`src/rtl/matrix_mac_controller.sv`:
```
// matrix_mac_controller
// Job sequencer and round-robin arbiter in front of the shared 4x4 matrix MAC.
// One requester owns the MAC per job: the controller clears the accumulator,
// streams the owner's tile pairs through a valid/ready handshake (one MAC
// enable per accepted pair) and then holds the result until it is consumed.
// Operand data never passes through here; mac_sel steers an external mux.
//
// Handshake semantics (all channels): a transfer happens in a cycle where
// valid and ready are both 1 at the rising clock edge. Valid never depends on
// ready. req_ready and op_ready are driven from controller state plus the
// arbiter result; op_valid from non-owners is ignored.
module matrix_mac_controller #(
  parameter int DATA_WIDTH = 8,
  parameter int NUM_REQ    = 2,
  parameter int TILE_CNT_W = 8,
  parameter int SEL_W      = (NUM_REQ > 1) ? $clog2(NUM_REQ) : 1
) (
  input  logic                           clock,
  input  logic                           reset,
  input  logic [NUM_REQ-1:0]             req_valid,
  input  logic [NUM_REQ*TILE_CNT_W-1:0]  req_tiles,
  output logic [NUM_REQ-1:0]             req_ready,
  input  logic [NUM_REQ-1:0]             op_valid,
  output logic [NUM_REQ-1:0]             op_ready,
  output logic [SEL_W-1:0]               mac_sel,
  output logic                           mac_enable,
  output logic                           mac_clear,
  output logic                           res_valid,
  output logic [SEL_W-1:0]               res_owner,
  input  logic                           res_ready,
  output logic                           busy,
  output logic [1:0]                     dbg_state
);

  // Elaboration-time parameter sanity checks.
  if (NUM_REQ < 2 || NUM_REQ > 8) begin : g_bad_num_req
    $error("matrix_mac_controller: NUM_REQ must be in 2..8");
  end
  if (DATA_WIDTH < 1) begin : g_bad_data_width
    $error("matrix_mac_controller: DATA_WIDTH must be at least 1");
  end
  if (TILE_CNT_W < 1) begin : g_bad_tile_w
    $error("matrix_mac_controller: TILE_CNT_W must be at least 1");
  end
  if (SEL_W < $clog2(NUM_REQ)) begin : g_bad_sel_w
    $error("matrix_mac_controller: SEL_W too narrow for NUM_REQ");
  end

  typedef enum logic [1:0] {
    S_IDLE  = 2'd0,
    S_CLEAR = 2'd1,
    S_ACCUM = 2'd2,
    S_DONE  = 2'd3
  } state_t;

  state_t                state_q, state_d;
  logic [SEL_W-1:0]      owner_q, owner_d;
  logic [TILE_CNT_W-1:0] remain_q, remain_d;
  logic [SEL_W-1:0]      rr_ptr_q, rr_ptr_d;

  logic [TILE_CNT_W-1:0] tiles_arr [NUM_REQ];
  logic                  grant_found;
  logic [SEL_W-1:0]      grant_idx;
  logic [SEL_W-1:0]      grant_next;
  logic                  owner_op_valid;

  // Unpack the flat tile-count bus into one count per requester.
  always_comb begin
    for (int i = 0; i < NUM_REQ; i++) begin
      tiles_arr[i] = req_tiles[i*TILE_CNT_W +: TILE_CNT_W];
    end
  end

  // Round-robin pick: first pending requester at or after rr_ptr, with wrap.
  always_comb begin
    int               cand;
    logic [SEL_W-1:0] cand_idx;
    grant_found = 1'b0;
    grant_idx   = '0;
    cand        = 0;
    cand_idx    = '0;
    for (int k = 0; k < NUM_REQ; k++) begin
      cand     = (int'(rr_ptr_q) + k) % NUM_REQ;
      cand_idx = SEL_W'(cand);
      if (!grant_found && req_valid[cand_idx]) begin
        grant_found = 1'b1;
        grant_idx   = cand_idx;
      end
    end
  end

  // Pointer value after a grant: the requester just past the winner.
  always_comb begin
    if (grant_idx == SEL_W'(NUM_REQ - 1)) begin
      grant_next = '0;
    end else begin
      grant_next = grant_idx + 1'b1;
    end
  end

  assign owner_op_valid = op_valid[owner_q];

  // Next-state, register updates and control outputs of the job sequencer.
  always_comb begin
    state_d    = state_q;
    owner_d    = owner_q;
    remain_d   = remain_q;
    rr_ptr_d   = rr_ptr_q;
    req_ready  = '0;
    op_ready   = '0;
    mac_enable = 1'b0;
    mac_clear  = 1'b0;
    res_valid  = 1'b0;
    res_owner  = '0;
    busy       = 1'b0;
    case (state_q)
      S_IDLE: begin
        if (grant_found) begin
          req_ready[grant_idx] = 1'b1;
          owner_d              = grant_idx;
          remain_d             = tiles_arr[grant_idx];
          rr_ptr_d             = grant_next;
          state_d              = S_CLEAR;
        end
      end
      S_CLEAR: begin
        busy      = 1'b1;
        mac_clear = 1'b1;
        // A zero-length job goes straight to DONE with a cleared result.
        state_d   = (remain_q == '0) ? S_DONE : S_ACCUM;
      end
      S_ACCUM: begin
        busy              = 1'b1;
        op_ready[owner_q] = 1'b1;
        mac_enable        = owner_op_valid;
        if (owner_op_valid) begin
          remain_d = remain_q - 1'b1;
          if (remain_q == TILE_CNT_W'(1)) begin
            state_d = S_DONE;
          end
        end
      end
      S_DONE: begin
        busy      = 1'b1;
        res_valid = 1'b1;
        res_owner = owner_q;
        if (res_ready) begin
          state_d = S_IDLE;
        end
      end
      default: begin
        state_d = S_IDLE;
      end
    endcase
  end

  // The operand mux follows the owner and keeps its last value while idle.
  assign mac_sel   = owner_q;
  assign dbg_state = state_q;

  // State, owner, remaining count and round-robin pointer registers.
  always_ff @(posedge clock or negedge reset) begin
    if (!reset) begin
      state_q  <= S_IDLE;
      owner_q  <= '0;
      remain_q <= '0;
      rr_ptr_q <= '0;
    end else begin
      state_q  <= state_d;
      owner_q  <= owner_d;
      remain_q <= remain_d;
      rr_ptr_q <= rr_ptr_d;
    end
  end

  // Enable and clear must never overlap or the accumulator result is undefined.
  a_enable_clear_excl : assert property (
    @(posedge clock) disable iff (!reset) !(mac_enable && mac_clear));

  // Jobs are only accepted while idle.
  a_req_ready_idle : assert property (
    @(posedge clock) disable iff (!reset) (req_ready != '0) |-> !busy);

  // At most one requester is granted or served at a time.
  a_req_ready_onehot : assert property (
    @(posedge clock) disable iff (!reset) $onehot0(req_ready));

  a_op_ready_onehot : assert property (
    @(posedge clock) disable iff (!reset) $onehot0(op_ready));

endmodule

```
`config.mk`:
```
export PLATFORM = sky130hd
export DESIGN_NAME = matrix_mac_controller
export DESIGN_NICKNAME = d
export VERILOG_FILES = /design/src/rtl/matrix_mac_controller.sv
export SDC_FILE = /design/constraint.sdc
export NUM_CORES = 1
export LEC_CHECK = 0
export ABC_AREA = 1
export ABC_CLOCK_PERIOD_IN_PS = 3900
export CAP_MARGIN = 20
export CORE_UTILIZATION = 49
export DETAILED_ROUTE_END_ITERATION = 7
export PLACE_DENSITY = 0.88
export SLEW_MARGIN = 20
export SYNTH_ARGS = -nofsm -noshare
export SYNTH_HDL_FRONTEND = slang
export SYNTH_SLANG_ARGS = --single-unit
```
`constraint.sdc`:
```
create_clock -name clock -period 3.9 [get_ports clock]
set_input_delay 0.78 -clock clock [delete_from_list [all_inputs] [get_ports clock]]
set_output_delay 0.78 -clock clock [all_outputs]
set_load 0.02 [all_outputs]
```
==> results of run 1 <==
==> metrics by stage <==
stage | util (%) | worst slack, ps | cells | cell area, sq um
floorplan | - | 1624 | 172 | 1086
global placement | 70.79 | 719.2 | 229 | 1431
detailed placement | 70.79 | 689.2 | 229 | 1431
CTS | 72.59 | 664.9 | 233 | 1468
global route | 72.59 | 599.4 | 233 | 1468
finish | 72.59 | 654.5 | 233 | 1468
==> report_power, final <==
group	switching (W)	leakage [nW]	internal, W
logic	0.000476	0.607	0.000301
registers	0.0000743	0.145	0.000193
clock network	0.0000483	0.0210	0.0000568
total	0.000598	0.774	0.000550
==> synthesized netlist by cell type <==
master and instances:
nand2_1 59, inv_1 24, nor2_1 21, nand3_1 14, dfrtp_1 12, ha_1 8
o21ai_0 6, a21oi_1 4, buf_2 2, nand2_2 2, nand3_2 2, nand3b_1 2
nand4_1 2, nor2_2 2, o21ai_1 2, o21bai_1 2, xor2_1 2, a21oi_2 1
buf_4 1, buf_6 1, inv_2 1, o211ai_2 1, or2_2 1
==> per-layer routing <==
layer  up-vias  share of wire [%]  wire (um)  track usage (%)
met5         -                  0          0                0
met1       551                 44       1253            31.26
met4         0                2.5         70            11.27
met3         9                5.8        163            3.427
li1        600                  -          -                -
met2        47                 47       1343            45.66
==> how the worst max path moves through the flow <==
stage | startpoint | to | slack, ps | cells past startpoint
2_1_floorplan | dbg_state[0]$_DFFE_PN0P_ | mac_enable | 1620 | 6
3_3_place_gp | req_valid[0] | req_ready[0] | 720 | 6
3_5_place_dp | req_valid[0] | req_ready[0] | 690 | 6
4_1_cts | req_valid[0] | req_ready[0] | 660 | 6
5_1_grt | req_valid[0] | req_ready[0] | 600 | 6
6_report | req_valid[0] | req_ready[0] | 650 | 6
==> tightest hold or removal path: cells and delay by family, from the launching register on <==
| kind | cells | cell delay, ps |
|---|---|---|
| flip-flops | 1 | 380 |
| AND/OR/NAND/NOR | 2 | 110 |
==> registers in the layout, indices dropped and copies added, names as in the netlist <==
signal and flops:
remain_q 8, mac_sel 1, rr_ptr_q 1, dbg_state 2
==> cells by family (layout without fill, tap and decap cells) <==
group,count (synthesis),after routing,synth area share (%)
AO/OA/AOI/OAI,16,16,8.871
XOR/XNOR,2,2,1.613
adder cells (fa/ha/maj),8,8,9.217
buffers and inverters,29,63,11.29
flip-flops,12,12,27.65
AND/OR/NAND/NOR,105,105,41.36
==> cell type report <==
class | instances | area (sq um) | share of cell area (%)
multi-input combinational | 131 | 663.1 | 45.18
timing repair buffer | 34 | 340.3 | 23.19
sequential | 12 | 300.3 | 20.46
inverter | 25 | 93.84 | 6.394
clock buffer | 4 | 36.28 | 2.472
tap | 27 | 33.78 | 2.302
==> impl_metrics.csv, run 1 <==
group,metric,value,unit
floorplan,coreArea,0.002022,sq mm
final_layout,nNetsFinal,238,
synthesis,netlist_area,0.001086,sq mm
final_layout,n_antenna_cell,0,
sta,finalHoldViolCount,0,
sta,rsz0062_at_grt,"no",
synthesis,yosysSeqAreaShare,27.65,%
worst_setup_path,r2r_cells,9,
detailed_routing,drt-initial-drc-count,36,
cts,cts_root_buf,"clkbuf_4",
global_routing,grt_usage,25.99,%
floorplan,die_area,0.002409,sq mm
floorplan,die_h,49.08,um
detailed_routing,detail-route-antenna-nets,0,
cts,postCtsHoldBufs,0,
worst_setup_path,slowest_delay,590,ps
synthesis,yosys.area.top_type,"dfrtp_1",
worst_setup_path,reg2reg_from,"dbg_state[0]$_DFFE_PN0P_",
detailed_routing,post-route-drc-count,0,
final_layout,layout_common_cells,"nand2_1, clkdlybuf4s50_1, inv_1",
cts,insertion_delay,280,ps
hold_path,worstHoldEndpoint,"remain_q[6]$_DFFE_PN0P_",
sta,timing.slew.headroom,59.22,%
final_layout,drive_gt1_share,6.796,%
hold_path,hold_class,"register to register",
worst_setup_path,r2r-end,"remain_q[6]$_DFFE_PN0P_",
worst_setup_path,critPathSlowestCell,"clkdlybuf4s50_1",
cts,cts_tree,"built",
placement,io_buffers,34,
floorplan,row_count,16,
global_routing,grt_pass1_wl,4878,um
global_routing,grt_max_degree,16,
synthesis,ys_warn_count,0,
sta,hold_ws,523.2,ps
hold_path,hp-start,"remain_q[6]$_DFFE_PN0P_",
power,powerDensity,782.5,mW/mm^2
worst_setup_path,r2r_slack,1690,ps
detailed_routing,vias,1207,
final_layout,fillers,169,
cts,cts_buffers,3,
floorplan,die_w,49.08,um
worst_setup_path,crit_path_start_kind,"input port",
detailed_routing,wl,2830,um
detailed_routing,firstDrtPassIters,5,
sta,finalSetupViolations,0,
sta,min_period_over_period,83.22,%
floorplan,start_util,53.71,%
sta,finalSetupTns,0,ps
sta,fmax,308.1,MHz
power,ir_worst_vdd,486.4,uV
sta,worst_pin_slew,609.8,ps
worst_setup_path,crit_path_max_fanout,11,
global_routing,first_global_vias,1173,
worst_setup_path,end_kind,"output pin",
power,total_power,0.001148,W
worst_setup_path,crit_arrival,2470,ps
worst_setup_path,crit_family,"buffers and inverters",
synthesis,syn_nets,203,
sta,fin_skew,1.112,ps
synthesis,synthCells,172,
worst_setup_path,path_cells,"clkdlybuf4s50_1, nand2_2, nand2_1, nand2_1, inv_1, clkdlybuf4s50_1",
cts,ctsResizeCount,0,
synthesis,netlist.area_leader.share,27.65,%
detailed_routing,vias_per_cell,5.180,
global_routing,overflow,0,
global_routing,antenna_found_initial,0,
run,cap_violations,0,
worst_setup_path,cp.required,3120,ps
hold_path,holdPathStages,2,
synthesis,synth_area_leaders,"dfrtp_1, nand2_1, ha_1, inv_1, nor2_1",
floorplan,ios,35,
cts,clkTransAtPathRegs,80,ps
cts,cts_num_sinks,12,
power,p_leak,0.7736,nW
final_layout,synthToLayoutAreaGrowth,35.14,%
sta,fin_crit,3246,ps
synthesis,avgSynthCellArea,6.314,sq um
cts,h-tree-depth,1,
synthesis,ys_types,23,
worst_setup_path,crit_buf_inv,3,
worst_setup_path,criticalPathCategory,"input port to output pin",
detailed_routing,wl_per_cell,12.15,um
final_layout,layout_commonest_cell,"nand2_1",
synthesis,ys_ff_latch,12,
outcome,status,"finished, final reports clean",
placement,gp_congestion,0.8864,
cts,cts_setup_buffers,0,
sta,slew_violations,0,
placement,dp_hpwl,2133,um
cts,clockBufferDepth,2,
Power figures use the tool's default switching activity.
==> run 2, diff against run 1 <==
--- a/config.mk
+++ b/config.mk
@@ -6,11 +6,11 @@
 export NUM_CORES = 1
 export LEC_CHECK = 0
 export ABC_AREA = 1
-export ABC_CLOCK_PERIOD_IN_PS = 3900
+export ABC_CLOCK_PERIOD_IN_PS = 2800
 export CAP_MARGIN = 20
-export CORE_UTILIZATION = 49
+export CORE_UTILIZATION = 41
 export DETAILED_ROUTE_END_ITERATION = 7
-export PLACE_DENSITY = 0.88
+export PLACE_DENSITY = 0.79
 export SLEW_MARGIN = 20
 export SYNTH_ARGS = -nofsm -noshare
 export SYNTH_HDL_FRONTEND = slang
==> constraint.sdc (replaced) <==
create_clock -name clock -period 2.8 [get_ports clock]
set_input_delay 0.56 -clock clock [delete_from_list [all_inputs] [get_ports clock]]
set_output_delay 0.56 -clock clock [all_outputs]
set_load 0.02 [all_outputs]
==> run 2 against run 1 <==
- largest cell class unchanged
- critical path type unchanged
- setup slack got worse by 500 ps
- sequential share of layout area fell by 0.33 points
- clock power rose by 41%
- via count fell by 1.7%
- first-iteration DRC count fell by 2.8%
==> impl_metrics.csv, run 2 (synthesis gave the netlist of run 1 again) <==
group,metric,value,unit
power,p_leak,0.7967,nW
worst_setup_path,crit_path_start_kind,"input port",
floorplan,die_w,53.47,um
detailed_routing,post-route-drc-count,0,
floorplan,row_count,18,
sta,worst_pin_slew,624.2,ps
global_routing,grt_pass1_wl,4871,um
worst_setup_path,criticalPathCategory,"input port to output pin",
floorplan,ios,35,
sta,min_period_over_period,94.35,%
cts,cts_root_buf,"clkbuf_4",
final_layout,largest_register_ffs,8,
detailed_routing,detail-route-antenna-nets,0,
sta,slew_violations,0,
final_layout,layout_common_cells,"nand2_1, clkdlybuf4s50_1, inv_1",
placement,dp_hpwl,2378,um
final_layout,n_antenna_cell,0,
cts,h-tree-depth,1,
sta,fin_crit,2642,ps
floorplan,coreArea,0.002500,sq mm
cts,insertion_delay,280,ps
floorplan,start_util,43.44,%
detailed_routing,firstDrtPassIters,4,
sta,fin_skew,2.869,ps
worst_setup_path,crit_path_max_fanout,6,
global_routing,grt_max_degree,14,
cts,postCtsHoldBufs,0,
run,cap_violations,0,
final_layout,multi_input_area,665.6,sq um
sta,timing.slew.headroom,58.26,%
final_layout,fillers,243,
power,total_power,0.001618,W
power,powerDensity,1085,mW/mm^2
hold_path,hold_class,"register to register",
final_layout,layout_commonest_cell,"nand2_1",
placement,gp_congestion,0.8827,
cts,clkTransAtPathRegs,90,ps
final_layout,top_register,"remain_q",
floorplan,die_area,0.002859,sq mm
sta,finalSetupTns,0,ps
final_layout,nNetsFinal,240,
worst_setup_path,crit_arrival,2080,ps
global_routing,overflow,0,
final_layout,drive_gt1_share,8.173,%
final_layout,ff_latch_area,300.3,sq um
detailed_routing,vias_per_cell,4.983,
sta,rsz0062_at_grt,"no",
global_routing,antenna_found_initial,0,
floorplan,die_h,53.47,um
cts,cts_buffers,3,
placement,io_buffers,34,
cts,cts_num_sinks,12,
power,ir_worst_vdd,778.7,uV
detailed_routing,drt-initial-drc-count,35,
detailed_routing,vias,1186,
sta,fmax,378.5,MHz
cts,clockBufferDepth,2,
detailed_routing,wl_per_cell,12.47,um
worst_setup_path,cp.required,2240,ps
worst_setup_path,end_kind,"output pin",
final_layout,synthToLayoutAreaGrowth,37.33,%
detailed_routing,wl,2968,um
sta,finalSetupViolations,0,
global_routing,grt_usage,23.94,%
global_routing,first_global_vias,1109,
sta,finalHoldViolCount,0,
outcome,status,"finished, final reports clean",
cts,cts_tree,"built",
[run 2: cell types whose count changed in the layout (fill, tap and decap cells not counted)]
cell / delta
ha_1: -1
buf_4: +2
ha_2: +1
dlymetal6s2s_1: +1
clkdlybuf4s50_1: -1
[run 2: path summary, 6_finish.rpt]
path / from / end / slack [ps] / cells after the start
worst max-delay path: req_valid[0] / req_ready[1] / 160 / 5
worst min-delay path: remain_q[6]$_DFFE_PN0P_ / remain_q[6]$_DFFE_PN0P_ / 540 / 2
worst max register to register: dbg_state[0]$_DFFE_PN0P_ / remain_q[6]$_DFFE_PN0P_ / 650 / 10
worst min register to register: remain_q[6]$_DFFE_PN0P_ / remain_q[6]$_DFFE_PN0P_ / 540 / 2
max in group asynchronous: reset / dbg_state[1]$_DFFE_PN0P_ / 1740 / 1
min in group asynchronous: reset / remain_q[6]$_DFFE_PN0P_ / 660 / 1
[run 2: final cells by class]
type                            instances  area share [%]
Clock buffer                            4           2.433
Inverter                               25           6.292
Multi-Input combinational cell        131           44.63
Sequential cell                        12           20.13
Tap cell                               30           2.517
Timing Repair Buffer                   36           23.99
[run 2: where the power goes]
part / total, W / internal [W] / switching (W)
Clock: 0.000148 / 0.0000791 / 0.0000685
Sequential: 0.000371 / 0.000268 / 0.000103
Combinational: 0.00110 / 0.000435 / 0.000664
[run 2: worst max-delay path, cell delays in order]
cell and delay [ps]:
clkdlybuf4s50_1 470, nand2_2 140, nand2_1 150, nor2_1 150
clkdlybuf4s50_1 620
[run 2: metrics by stage]
stage | hold WS [ps] | setup WS [ps] | util, % | instances | cell area, sq um
final | 541.7 | 158.2 | 59.66 | 238 | 1491
after global routing | 566.1 | 75.53 | 59.66 | 238 | 1491
after CTS | 539.0 | 25.84 | 59.46 | 238 | 1486
after detailed placement | 516.8 | 102.3 | 58.01 | 234 | 1450
after global placement | 502.8 | 164.8 | 58.01 | 234 | 1450
after floorplan | 264.4 | 744.2 | - | 172 | 1086
[run 2: repair_timing]
item	in CTS	in global routing
setup endpoints to repair	0	4
resized for setup	0	2
buffers inserted	0	0
[run 2: layer usage]
metal,share of wire (%),GRT usage (%),up-vias
met4,1.3,10.96,0
met5,0,0,-
met1,45,29.60,539
met3,4.3,3.161,4
li1,-,-,604
met2,50,40.42,39
==> run 3, diff against run 2 <==
--- a/config.mk
+++ b/config.mk
@@ -9,6 +9,7 @@
 export ABC_CLOCK_PERIOD_IN_PS = 2800
 export CAP_MARGIN = 20
 export CORE_UTILIZATION = 41
+export CTS_CLUSTER_DIAMETER = 80
 export DETAILED_ROUTE_END_ITERATION = 7
 export PLACE_DENSITY = 0.79
 export SLEW_MARGIN = 20
==> results of run 3 <==
Same layout as run 2: the final DEF is identical, and so are final timing and power.
